### src/rtl/dco_frac.sv
// Fractional-N digitally controlled oscillator for the ADPLL loop.
// Tunable integer period with a fractional accumulator and optional reference alignment.
module dco_frac #(
   parameter int CNT_W       = 10,
   parameter int FRAC_W      = 8,
   parameter int STEP_W      = 4,
   parameter int INIT_PERIOD = 100,
   parameter int MIN_PERIOD  = 4,
   parameter int MAX_PERIOD  = 1000
) (
   input  logic              clk,
   input  logic              rst_n,
   input  logic              tune_valid,
   input  logic              tune_dir,
   input  logic [STEP_W-1:0] tune_step,
   input  logic [FRAC_W-1:0] frac_word,
   input  logic              ref_rise,
   input  logic [CNT_W-1:0]  ref_period,
   input  logic              align_en,
   input  logic              out_en,
   output logic              dco_out,
   output logic              dco_tick,
   output logic [CNT_W-1:0]  period_int,
   output logic              sat_hi,
   output logic              sat_lo,
   output logic              ref_too_slow
);

   localparam int XW = CNT_W + 1;

   logic [CNT_W-1:0]  p;
   logic [CNT_W-1:0]  cnt;
   logic [CNT_W-1:0]  len;
   logic [CNT_W-1:0]  half;
   logic [FRAC_W-1:0] acc;
   logic              carry;

   logic [XW-1:0]     p_x;
   logic [XW-1:0]     step_x;
   logic [XW-1:0]     sum;
   logic [XW-1:0]     dif;
   logic [XW-1:0]     tuned;
   logic [FRAC_W:0]   acc_sum;
   logic [CNT_W-1:0]  len_nxt;
   logic              wrap;
   logic              align;
   logic              start;

   assign ref_too_slow = {ref_period, 1'b0} <= {1'b0, p};

   assign wrap    = cnt == (len - 1'b1);
   assign align   = align_en && ref_rise && !ref_too_slow;
   assign start   = wrap || align;
   assign len_nxt = p + CNT_W'(carry);
   assign acc_sum = {1'b0, acc} + {1'b0, frac_word};

   assign p_x    = {1'b0, p};
   assign step_x = XW'(tune_step);
   assign sum    = p_x + step_x;
   assign dif    = p_x - step_x;

   // Saturating tune; a step larger than P is treated as underflow.
   always_comb begin
      tuned = p_x;
      if (tune_dir) begin
         tuned = (sum > XW'(MAX_PERIOD)) ? XW'(MAX_PERIOD) : sum;
      end else begin
         if (step_x > p_x || dif < XW'(MIN_PERIOD))
            tuned = XW'(MIN_PERIOD);
         else
            tuned = dif;
      end
   end

   always_ff @(posedge clk or negedge rst_n) begin
      if (!rst_n) begin
         p <= CNT_W'(INIT_PERIOD);
      end else if (tune_valid) begin
         p <= tuned[CNT_W-1:0];
      end
   end

   // Align restart wins over wrap and never advances the accumulator.
   always_ff @(posedge clk or negedge rst_n) begin
      if (!rst_n) begin
         cnt   <= '0;
         len   <= CNT_W'(INIT_PERIOD);
         half  <= CNT_W'(INIT_PERIOD >> 1);
         acc   <= '0;
         carry <= 1'b0;
      end else if (start) begin
         cnt  <= '0;
         len  <= len_nxt;
         half <= len_nxt >> 1;
         if (!align) begin
            acc   <= acc_sum[FRAC_W-1:0];
            carry <= acc_sum[FRAC_W];
         end
      end else begin
         cnt <= cnt + 1'b1;
      end
   end

   always_ff @(posedge clk or negedge rst_n) begin
      if (!rst_n) begin
         dco_out  <= 1'b1;
         dco_tick <= 1'b0;
      end else begin
         dco_out  <= out_en && !ref_too_slow && (cnt < half);
         dco_tick <= start;
      end
   end

   assign period_int = p;
   assign sat_hi     = p == CNT_W'(MAX_PERIOD);
   assign sat_lo     = p == CNT_W'(MIN_PERIOD);

endmodule

### config.mk
export PLATFORM = sky130hd
export DESIGN_NAME = dco_frac
export DESIGN_NICKNAME = d
export VERILOG_FILES = /design/src/rtl/dco_frac.sv
export SDC_FILE = /design/constraint.sdc
export NUM_CORES = 1
export LEC_CHECK = 0
export CAP_MARGIN = 10
export CORE_MARGIN = 2
export CORE_UTILIZATION = 50
export DETAILED_ROUTE_END_ITERATION = 8
export PLACE_DENSITY = 0.73
export SETUP_SLACK_MARGIN = 0.1
export SLEW_MARGIN = 15
export SYNTH_ARGS = -nofsm -noshare
export SYNTH_HDL_FRONTEND = slang
export SYNTH_SLANG_ARGS = --single-unit
### constraint.sdc
create_clock -name clk -period 3.4 [get_ports clk]
set_clock_uncertainty 0.1 [all_clocks]
set_input_delay 0.51 -clock clk [delete_from_list [all_inputs] [get_ports clk]]
set_output_delay 0.51 -clock clk [all_outputs]
set_load 0.02 [all_outputs]
=== Yosys cells after proc, flatten, opt, wreduce, memory -nomap -nowiden ===
Index checks and enable logic that the tools add are counted.

* Flip-flop bits (word level): 50
* Word-level logic and storage cells: 35

* Add/sub/neg operators: 6
* Order comparisons: 5
* Equal/unequal tests: 3
* Muxes and demuxes: 4
* Bitwise gates (word level): 1
* Reductions and logical operators: 8

{| class="wikitable"
|+ Operator list
! cell !! number
|-
| $mux W10 || 4
|-
| $add A10 B4 Y11 || 1
|-
| $gt A11 B10 Y1 const B || 1
|-
| $le A11 B10 Y1 || 1
|-
| $lt A11 B3 Y1 const B || 1
|-
| $sub A10 B4 Y11 || 1
|-
| $add A10 B1 Y10 || 1
|-
| $add A10 B1 Y10 const B || 1
|-
| $eq A10 B10 Y1 || 1
|-
| $eq A10 B10 Y1 const B || 1
|-
| $eq A10 B3 Y1 const B || 1
|-
| $gt A4 B10 Y1 || 1
|-
| $lt A10 B9 Y1 || 1
|-
| $sub A10 B1 Y10 const B || 1
|-
| $add A8 B8 Y9 || 1
|-
| $logic_and A1 B1 Y1 || 4
|-
| $logic_or A1 B1 Y1 || 2
|-
| $reduce_and A2 Y1 || 1
|-
| $logic_not A1 Y1 || 1
|-
| $not A1 Y1 || 1
|}

=== Depth between registers and ports, before layout ===
Gate-level depths: netlist of the first run.

* Depth in word-level cells: 5
* Gate-level depth with buffers: 12
* Gate-level depth less buffers: 10

=== Least setup slack after synthesis of the first run ===
Ideal clock, no wire load.

* Path type: reg2reg
* From: reg p[6], in the netlist period_int[6]
* To: reg cnt[2]
* Library setup time: 0.072 ns
* Arrival time: 2.912 ns
* Required time: 3.228 ns
* Setup slack: 0.316 ns
* Cell stages (with the launch flop): 13
* Path buffers: 3
* Period minus slack after synthesis: 3.084 ns
* Path through: dfstp_2 -> clkbuf_1 -> inv_1 -> ha_1 -> a21oi_1 -> nor2b_1 -> o21ai_0 -> o211ai_1 -> a21oi_1 -> o21ai_0 -> buf_6 -> buf_12 -> nor2_1

* Cells in the longest elaborated chain, start to end: 5

{| class="wikitable"
|+ Ends and longest elaborated chain
! what !! line !! RTL
|-
| start, declared || 31 || <nowiki>logic [CNT_W-1:0] p;</nowiki>
|-
| start signal, assigned || 77 || <nowiki>p <= CNT_W'(INIT_PERIOD);</nowiki>
|-
| start signal, assigned || 79 || <nowiki>p <= tuned[CNT_W-1:0];</nowiki>
|-
| $le A11 B10 Y1 || 49 || <nowiki>assign ref_too_slow = {ref_period, 1'b0} <= {1'b0, p};</nowiki>
|-
| named net ref_too_slow || 26 || <nowiki>output logic ref_too_slow</nowiki>
|-
| $logic_not A1 Y1 || 52 || <nowiki>assign align = align_en && ref_rise && !ref_too_slow;</nowiki>
|-
| $logic_and A1 B1 Y1 || 52 ||
|-
| $logic_or A1 B1 Y1 || 53 || <nowiki>assign start = wrap || align;</nowiki>
|-
| named net start || 47 || <nowiki>logic start;</nowiki>
|-
| $mux W10 || 91 || <nowiki>end else if (start) begin</nowiki>
|-
| end signal, assigned || 100 || <nowiki>cnt <= cnt + 1'b1;</nowiki>
|-
| end, declared || 32 || <nowiki>logic [CNT_W-1:0] cnt;</nowiki>
|}

The timed path passes the listed nets, and every way through them passes these cells.
A chain may end at the register's enable or synchronous reset.

=== Final worst setup path of the first run ===
* From: in ref_period[0]
* To: out ref_too_slow

* Cells in the longest elaborated chain, start to end: 1

{| class="wikitable"
|+ Ends and longest elaborated chain
! what !! line !! RTL
|-
| start, declared || 18 || <nowiki>input logic [CNT_W-1:0] ref_period,</nowiki>
|-
| $le A11 B10 Y1 || 49 ||
|-
| end, declared || 26 ||
|}

No other way between the ends.

==> parameters.txt, run 1 <==
Parameter                              Value

Logic synthesis
  Synthesis warning total    0
  FFs w/ async S/R, synth    100%
  Post-synth net total    474
  Largest area contributor in the netlist    sky130_fd_sc_hd__dfrtp_1
  Number of standard cells after synthesis    slightly above 400
  Top flip-flop cell by instance count after synthesis    sky130_fd_sc_hd__dfrtp_1
  Number of synthesized register bits    41
  Synthesized area    about 3600 um^2
  Avg Synthesized Cell Area    8.91 um^2
  Sequential cell area fraction in the yosys report    between 20% and 30%
  Post-synth EDFFs    0
  Distinct cell type count after synthesis    58
  Area contributors post-synth    sky130_fd_sc_hd__dfrtp_1, sky130_fd_sc_hd__ha_1, sky130_fd_sc_hd__xnor2_1, sky130_fd_sc_hd__dfstp_2, sky130_fd_sc_hd__nor2_1
  Portion of synthesized cell area occupied by the leading cell type    23.6%

Clocking
  Skew-Pair Late Insertion Delay    0.30 ns
  Clock buffer count from CTS    5
  H-tree level count    2
  Number of post-CTS setup repair buffers    0
  Maximum count of clock buffers along a single path    2
  TritonCTS clock tree    built
  Clock Root Buffer    sky130_fd_sc_hd__clkbuf_8
  Clock edge transition at the registers on the reported setup and hold paths    around 0.08 ns
  Resize count post-CTS    1
  Number of hold buffers added after CTS    0
  CTS sink count    41

GRT
  Total gr overflow    0
  Via count of the first global-routing pass    between 3000 and 4000
  GRT Overall Usage    between 20% and 30%
  Largest net degree at the start of global routing    42
  First-pass GRT wire length    14200 um
  Number of antenna violations at the first check in global routing    0

Place
  Number of cells after detailed placement    roughly 550
  Cell area reported after detailed placement    4230 um^2
  Count of input and output buffers    43
  Post-detailed-placement half-perimeter wirelength    a little under 7000 um
  Placer Congestion    roughly 0.89
  Worst-case setup slack after placement    -0.0211 ns

Routing
  Wire length per cell after detailed routing    15.4 um
  Total via count after detailed routing    a little over 3000
  DRC viols    0
  1st-iter DRT viols    78
  Final routed wirelength across all metal layers    8590 um
  Average via count per standard cell    5.47
  Drt pass-1 iters    4
  Number of routed nets with antenna violations    0

Worst setup path
  FF-to-FF setup slack    0.53 ns
  Crit Reg-Reg Startpoint    len[0]$_DFFE_PN0N_
  Depth of the worst register-to-register path    9
  Gate family responsible for the most delay along the worst path    buffers and inverters
  CP Cell Sequence    clkdlybuf4s50_1, ha_1, nor2b_1, o21bai_1, nor3b_1, o211ai_1, a21oi_1, dlygate4sd2_1
  Critical-path top delay cell    sky130_fd_sc_hd__clkdlybuf4s50_1
  Reg2Reg Capture Point    acc[7]$_DFFE_PN0P_
  Data arrival time of the worst path    2.54 ns
  Setup crit end kind    primary output
  Launching element type of the critical path    input port
  Crit path buf inv count    2
  Maximum single-stage delay on the critical path    0.41 ns
  Required time at the worst-slack endpoint    2.79 ns
  Critical path fanouts, max    2
  Critical path class    input port to primary output

Power
  Pwr Density    766 nW/um^2
  Leakage power    0.00192 uW
  Worst-case vdd ir drop    around 0.00042 V
  Final Total Pwr    3330 uW

Status
  Outcome    finished clean

STA
  F_max    317 MHz
  Unrepaired setup endpoints after global routing    false
  Setup_tns    0 ns
  Pin slew with the least headroom to its limit    between 0.9 and 1 ns
  Number of setup violations in the final report    0
  Hold violation total from the final report    0
  Number of max-slew violations in the final report    0
  Setup slack after layout    around 0.25 ns
  Crit path time final    3.15 ns
  Tightest slew margin relative to the limit    between 30% and 40%
  Period utilisation layout    92.7%

Layout
  Layout Area Growth over Synthesis    20.5%
  Final Instance Count excl. Fillers    559
  Number of nets at the end of the flow    531
  Final antenna diode count    0
  Fraction of final layout cells with drive strength greater than 1    11.4%
  Design Area, Final    roughly 4300 um^2

Floorplanning
  Ports placed on the boundary    44
  Initial core utilization    about 52%
  Placement row count    30
  Vertical die dimension    89.0 um
  CORE AREA    6910 um^2
  Width of the chip    89.0 um
  Total die area    7910 um^2

Worst hold path
  Hold Crit Class    input port to asynchronous set/reset pin

Job
  Max-cap viol count    0
-- where the power goes --
part,switching (uW),internal (uW)
clock,175,239
combinational,1060,952
sequential,216,687
-- how the worst max path moves through the flow --
stage                              startpoint               end  slack, ns  depth (start not counted)
finish                          ref_period[0]      ref_too_slow       0.25                          8
global route                    ref_period[0]      ref_too_slow       0.12                          8
CTS                 period_int[5]$_DFFE_PN1P_            sat_lo       0.18                          6
detailed placement              ref_period[0]      ref_too_slow      -0.02                          8
global placement                ref_period[0]      ref_too_slow       0.02                          8
floorplan           period_int[6]$_DFFE_PN1P_  cnt[2]$_DFF_PN0_       0.32                         12
-- worst register-to-register path, stage by stage (launching register included) --
cell                       delay (ns)
sky130_fd_sc_hd__dfrtp_1         0.41
sky130_fd_sc_hd__inv_1           0.10
sky130_fd_sc_hd__ha_1            0.29
sky130_fd_sc_hd__nor2_1          0.12
sky130_fd_sc_hd__nor2_1          0.05
sky130_fd_sc_hd__a221oi_1        0.33
sky130_fd_sc_hd__a41oi_1         0.08
sky130_fd_sc_hd__or4_1           0.53
sky130_fd_sc_hd__o21ba_4         0.39
sky130_fd_sc_hd__mux2_4          0.34
-- Yosys cell counts (10+ instances only) --
cell                       instances
sky130_fd_sc_hd__nor2_1           42
sky130_fd_sc_hd__ha_1             37
sky130_fd_sc_hd__dfrtp_1          34
sky130_fd_sc_hd__inv_1            34
sky130_fd_sc_hd__xnor2_1          29
sky130_fd_sc_hd__nand2_1          23
sky130_fd_sc_hd__a21oi_1          19
sky130_fd_sc_hd__o21ai_0          16
sky130_fd_sc_hd__nand3_1          14
sky130_fd_sc_hd__mux2i_1          13
sky130_fd_sc_hd__clkbuf_1         11
sky130_fd_sc_hd__nor2b_1          10
sky130_fd_sc_hd__xor2_1           10
-- per-layer routing --
metal	vias to the layer above	global-route usage, %	part of all wire, %
li1	1541	-	-
met1	1419	28.0	43
met2	75	41.2	51
met3	20	3.60	3.3
met4	0	8.96	2.7
met5	-	0	0
-- cell families after synthesis --
logic type / synth area share (%)
xor+xnor: 9.47
flops: 28.7
simple gates: 17.5
mux: 7.14
fa+ha+maj: 14.5
buf+inv: 6.45
compound gates: 16.2
-- state kept, by name (all words and copies together) (netlist names) --
register    cells
cnt            10
len            10
period_int     10
acc             8
carry           1
dco_out         1
dco_tick        1
-- cell type report --
type,instances,area [um^2]
clock inverter,2,37.5
clock buffer,6,82.6
fill,628,2560
sequential,41,1030
timing repair buffer,65,592
multi-input combinational,313,2340
tap,96,120
inverter,36,135
-- metrics by stage --
step | utilization, % | hold WS, ns
after floorplan | - | 0.114
final | 62.9 | 0.234
after detailed placement | 61.2 | 0.401
after global routing | 62.9 | 0.307
after CTS | 62.9 | 0.271
after global placement | 61.2 | 0.399
-- cell usage in the layout, fill, tap and decap left out, types with 13 or more instances in the layout --
cell / synthesis / layout
sky130_fd_sc_hd__nor2_1: 42 / 42
sky130_fd_sc_hd__clkdlybuf4s50_1: 0 / 40
sky130_fd_sc_hd__ha_1: 37 / 37
sky130_fd_sc_hd__inv_1: 34 / 34
sky130_fd_sc_hd__dfrtp_1: 34 / 34
sky130_fd_sc_hd__xnor2_1: 29 / 29
sky130_fd_sc_hd__nand2_1: 23 / 23
sky130_fd_sc_hd__buf_4: 0 / 22
sky130_fd_sc_hd__a21oi_1: 19 / 19
sky130_fd_sc_hd__o21ai_0: 16 / 15
sky130_fd_sc_hd__nand3_1: 14 / 14
sky130_fd_sc_hd__mux2i_1: 13 / 13
Note: power is estimated with default switching activity, not from simulation.
==> run 2, diff against run 1 <==
SLEW_MARGIN = default   (was 15)
==> results of run 2 <==
Final layout, timing and power as in run 1 (identical DEF).
==> patch, RTL diff (flow settings as in run 1) <==
Register the input `ref_period` before use, with the module's reset. The logic sees it one clock later. The other inputs are not delayed to match.
--- a/src/rtl/dco_frac.sv
+++ b/src/rtl/dco_frac.sv
@@ -30,2 +30,12 @@
 
+   logic [CNT_W-1:0] ref_period_q;
+
+   always_ff @(posedge clk or negedge rst_n) begin
+      if (!rst_n) begin
+         ref_period_q <= '0;
+      end else begin
+         ref_period_q <= ref_period;
+      end
+   end
+
    logic [CNT_W-1:0]  p;
@@ -48,3 +58,3 @@
 
-   assign ref_too_slow = {ref_period, 1'b0} <= {1'b0, p};
+   assign ref_too_slow = {ref_period_q, 1'b0} <= {1'b0, p};
 
Check against the original RTL: not equivalent (Yosys sat finds a counterexample within 4 cycles, from zero or initial values and one cycle with rst_n low).
==> patch against run 1 <==
  * Total power grew 15%
  * Fmax decreased by 2.7%
  * Synthesized area rose by 8.6%
  * Critical endpoint is now sat_lo
  * Setup slack lost 0.088 ns
  * Count of clock-buffer cells in the layout unchanged
  * Die area up 8.2%
  * Routed wire length increased by 11%
  * Sequential power up 14%
  * First-iteration DRC count grew to 3.0 times the old value
  * Sequential cell count up 10
  * Final area increased by 7.8%
==> patch: results (changes against run 1) <==
----------------------------------------------------
[Final layout]
  Fillers ... 677 (+7.8%)
  Net count reported at finish ... 555 (+4.5%)
  Antenna cell count ... 0 (unchanged)
  Share of final-layout standard cells stronger than drive strength 1 ... 0.127 (+0.0128)

[Detailed routing]
  Initial drt markers ... 236 (+200%)
  Total wire length after detailed routing ... 9500 um (+11%)
  WL/cell ... 16.1 um (+5.0%)
  DR vias/cell ... 5.55 (+1.5%)
  Router iterations before antenna repair ... 4 (unchanged)

[Logic synthesis]
  Number of warning messages in the yosys log ... 0 (unchanged)
  Synth cell count leaders ... dfrtp_1 (44), ha_1 (37), nor2_1 (35)
  Share of synthesized area occupied by flip-flops and latches ... 0.328 (+0.0413)
  Share of flip-flops with an asynchronous set or reset ... 1.00 (unchanged)
  Mean area per synthesized cell ... 9.22 um2 (+3.5%)
  Number of different library cells in the post-synthesis netlist ... 58 (unchanged)
  Syn Nets ... 494 (+4.2%)
  Ranking of synthesized cells by area ... dfrtp_1 (28%), ha_1 (12%), xnor2_1 (7.4%)

[Clock tree]
  Number of buffers created by CTS ... 5 (unchanged)
  Maximum buffer depth of the clock tree ... 2 (unchanged)
  H-tree levels ... 2 (unchanged)
  Clock-pin transition on the worst setup and hold timing paths ... 0.10 ns (+0.02 ns)
  Latest clock arrival within the worst-skew pair ... 0.31 ns
  Post-CTS setup repair buffer count ... 0 (unchanged)
  CTS root buffer ... clkbuf_8
  CTS-repair resized insts ... 1 (unchanged)

[Placement]
  Global placer's final weighted congestion ... 0.933 (+4.8%)
  Number of port buffers ... 43 (unchanged)
  Hpwl dp ... 7670 um (+11%)
  Dpl cells ... 581 (+5.4%)

[Setup path]
  Dominant delay contributor by cell family on the critical path ... simple AND/OR/NAND/NOR gates
  Delay of the slowest cell on the worst path ... 0.68 ns (+0.27 ns)
  Worst endpoint data arrival time ... 2.63 ns (+0.09 ns)
  Slowest stage cell on the critical path ... clkdlybuf4s50_1
  Critical Path Fanout Max ... 11 (+9)

[Global route]
  Via count of the first global-routing pass ... 3,304 (+6.7%)
  Wire length of the first global-routing pass ... 16,400 um (+15%)
  Antenna violations before repair ... 0 (unchanged)
  Maximum number of pins on one net before global-route repair ... 39 (-7.1%)
  Tot GR Track Use ... 0.239 (+0.00796)

[Power]
  Leakage component of the power ... 2.04 nW (+6.3%)
  Maximum ir drop on the vdd rail ... 0.000345 V (-18%)

[STA]
  Worst-case headroom to the max-slew limit ... 0.431 (+0.0386)

[Run status]
  Run status ... complete, no violations

[Min path]
  Classification of the worst-slack hold path ... in2async

----------------------------------------------------
patch: changes by cell type after synthesis, moves of 5 or more:
cell	before	now
mux2_2	2	10
mux2_4	7	0
o32ai_1	5	0
dfrtp_1	34	44
o21a_1	6	0
nor2_1	42	35
nor3_1	6	13
patch: layout make-up:
cell class | count | area, um2 | share of cell area
Inverter | 34 | 128 | 0.0272
Clock buffer | 6 | 82.6 | 0.0176
Sequential cell | 51 | 1280 | 0.274
Tap cell | 102 | 128 | 0.0272
Multi-Input combinational cell | 322 | 2410 | 0.514
Timing Repair Buffer | 72 | 642 | 0.137
Clock inverter | 2 | 13.8 | 0.00294
patch: worst register-to-register path, stage by stage, from the launching register on:
cell and delay (ns):
dfrtp_1 0.39, inv_1 0.08, ha_1 0.28, nor3b_1 0.17, or4_1 0.40, a21oi_1 0.16
a41oi_1 0.06, or4b_4 0.62, nand2b_2 0.12, buf_4 0.27, mux2i_1 0.23
patch: metal layers:
layer | up-vias | global-route usage | wire, um
met5 | - | 0 | 0
met1 | 1552 | 0.352 | 4610
li1 | 1632 | - | -
met3 | 7 | 0.0309 | 452
met4 | 0 | 0.0448 | 98
met2 | 77 | 0.381 | 4330
patch: path summary, 6_finish.rpt:
kind / end / cells after the start / startpoint / slack (ns)
max: sat_lo / 4 / period_int[5] / 0.16
min: cnt[4] / 1 / rst_n / 0.19
max reg2reg: len[3] / 10 / len[1] / 0.42
min reg2reg: acc[7] / 1 / acc[7] / 0.42
max in group asynchronous: len[2] / 2 / rst_n / 2.18
min in group clk: acc[7] / 1 / acc[7] / 0.42
patch: logic make-up after synthesis:
family | share of synthesized area
AND/OR/NAND/NOR | 0.181
AO/OA/AOI/OAI | 0.140
buffers and inverters | 0.0572
flip-flops | 0.328
XOR/XNOR | 0.0984
adder cells (fa/ha/maj) | 0.134
multiplexers | 0.0620
patch: report_power, final:
group	internal, mW	switching, mW
sequential	0.832	0.201
combinational	1.10	1.30
clock	0.167	0.215
total	2.10	1.71
patch: stage by stage:
| step | hold slack [ns] | power (mW) | instance area, um2 | utilization | worst slack (ns) |
|---|---|---|---|---|---|
| finish | 0.192 | 3.82 | 4690 | 0.613 | 0.160 |
| detailed placement | 0.403 | 3.42 | 4590 | 0.600 | 0.0464 |
| CTS | 0.223 | 3.82 | 4690 | 0.613 | 0.147 |
| floorplan | 0.114 | 2.60 | 3920 | - | 0.449 |
| global route | 0.271 | 4.15 | 4690 | 0.613 | 0.110 |
| global placement | 0.394 | 3.37 | 4590 | 0.600 | 0.0750 |
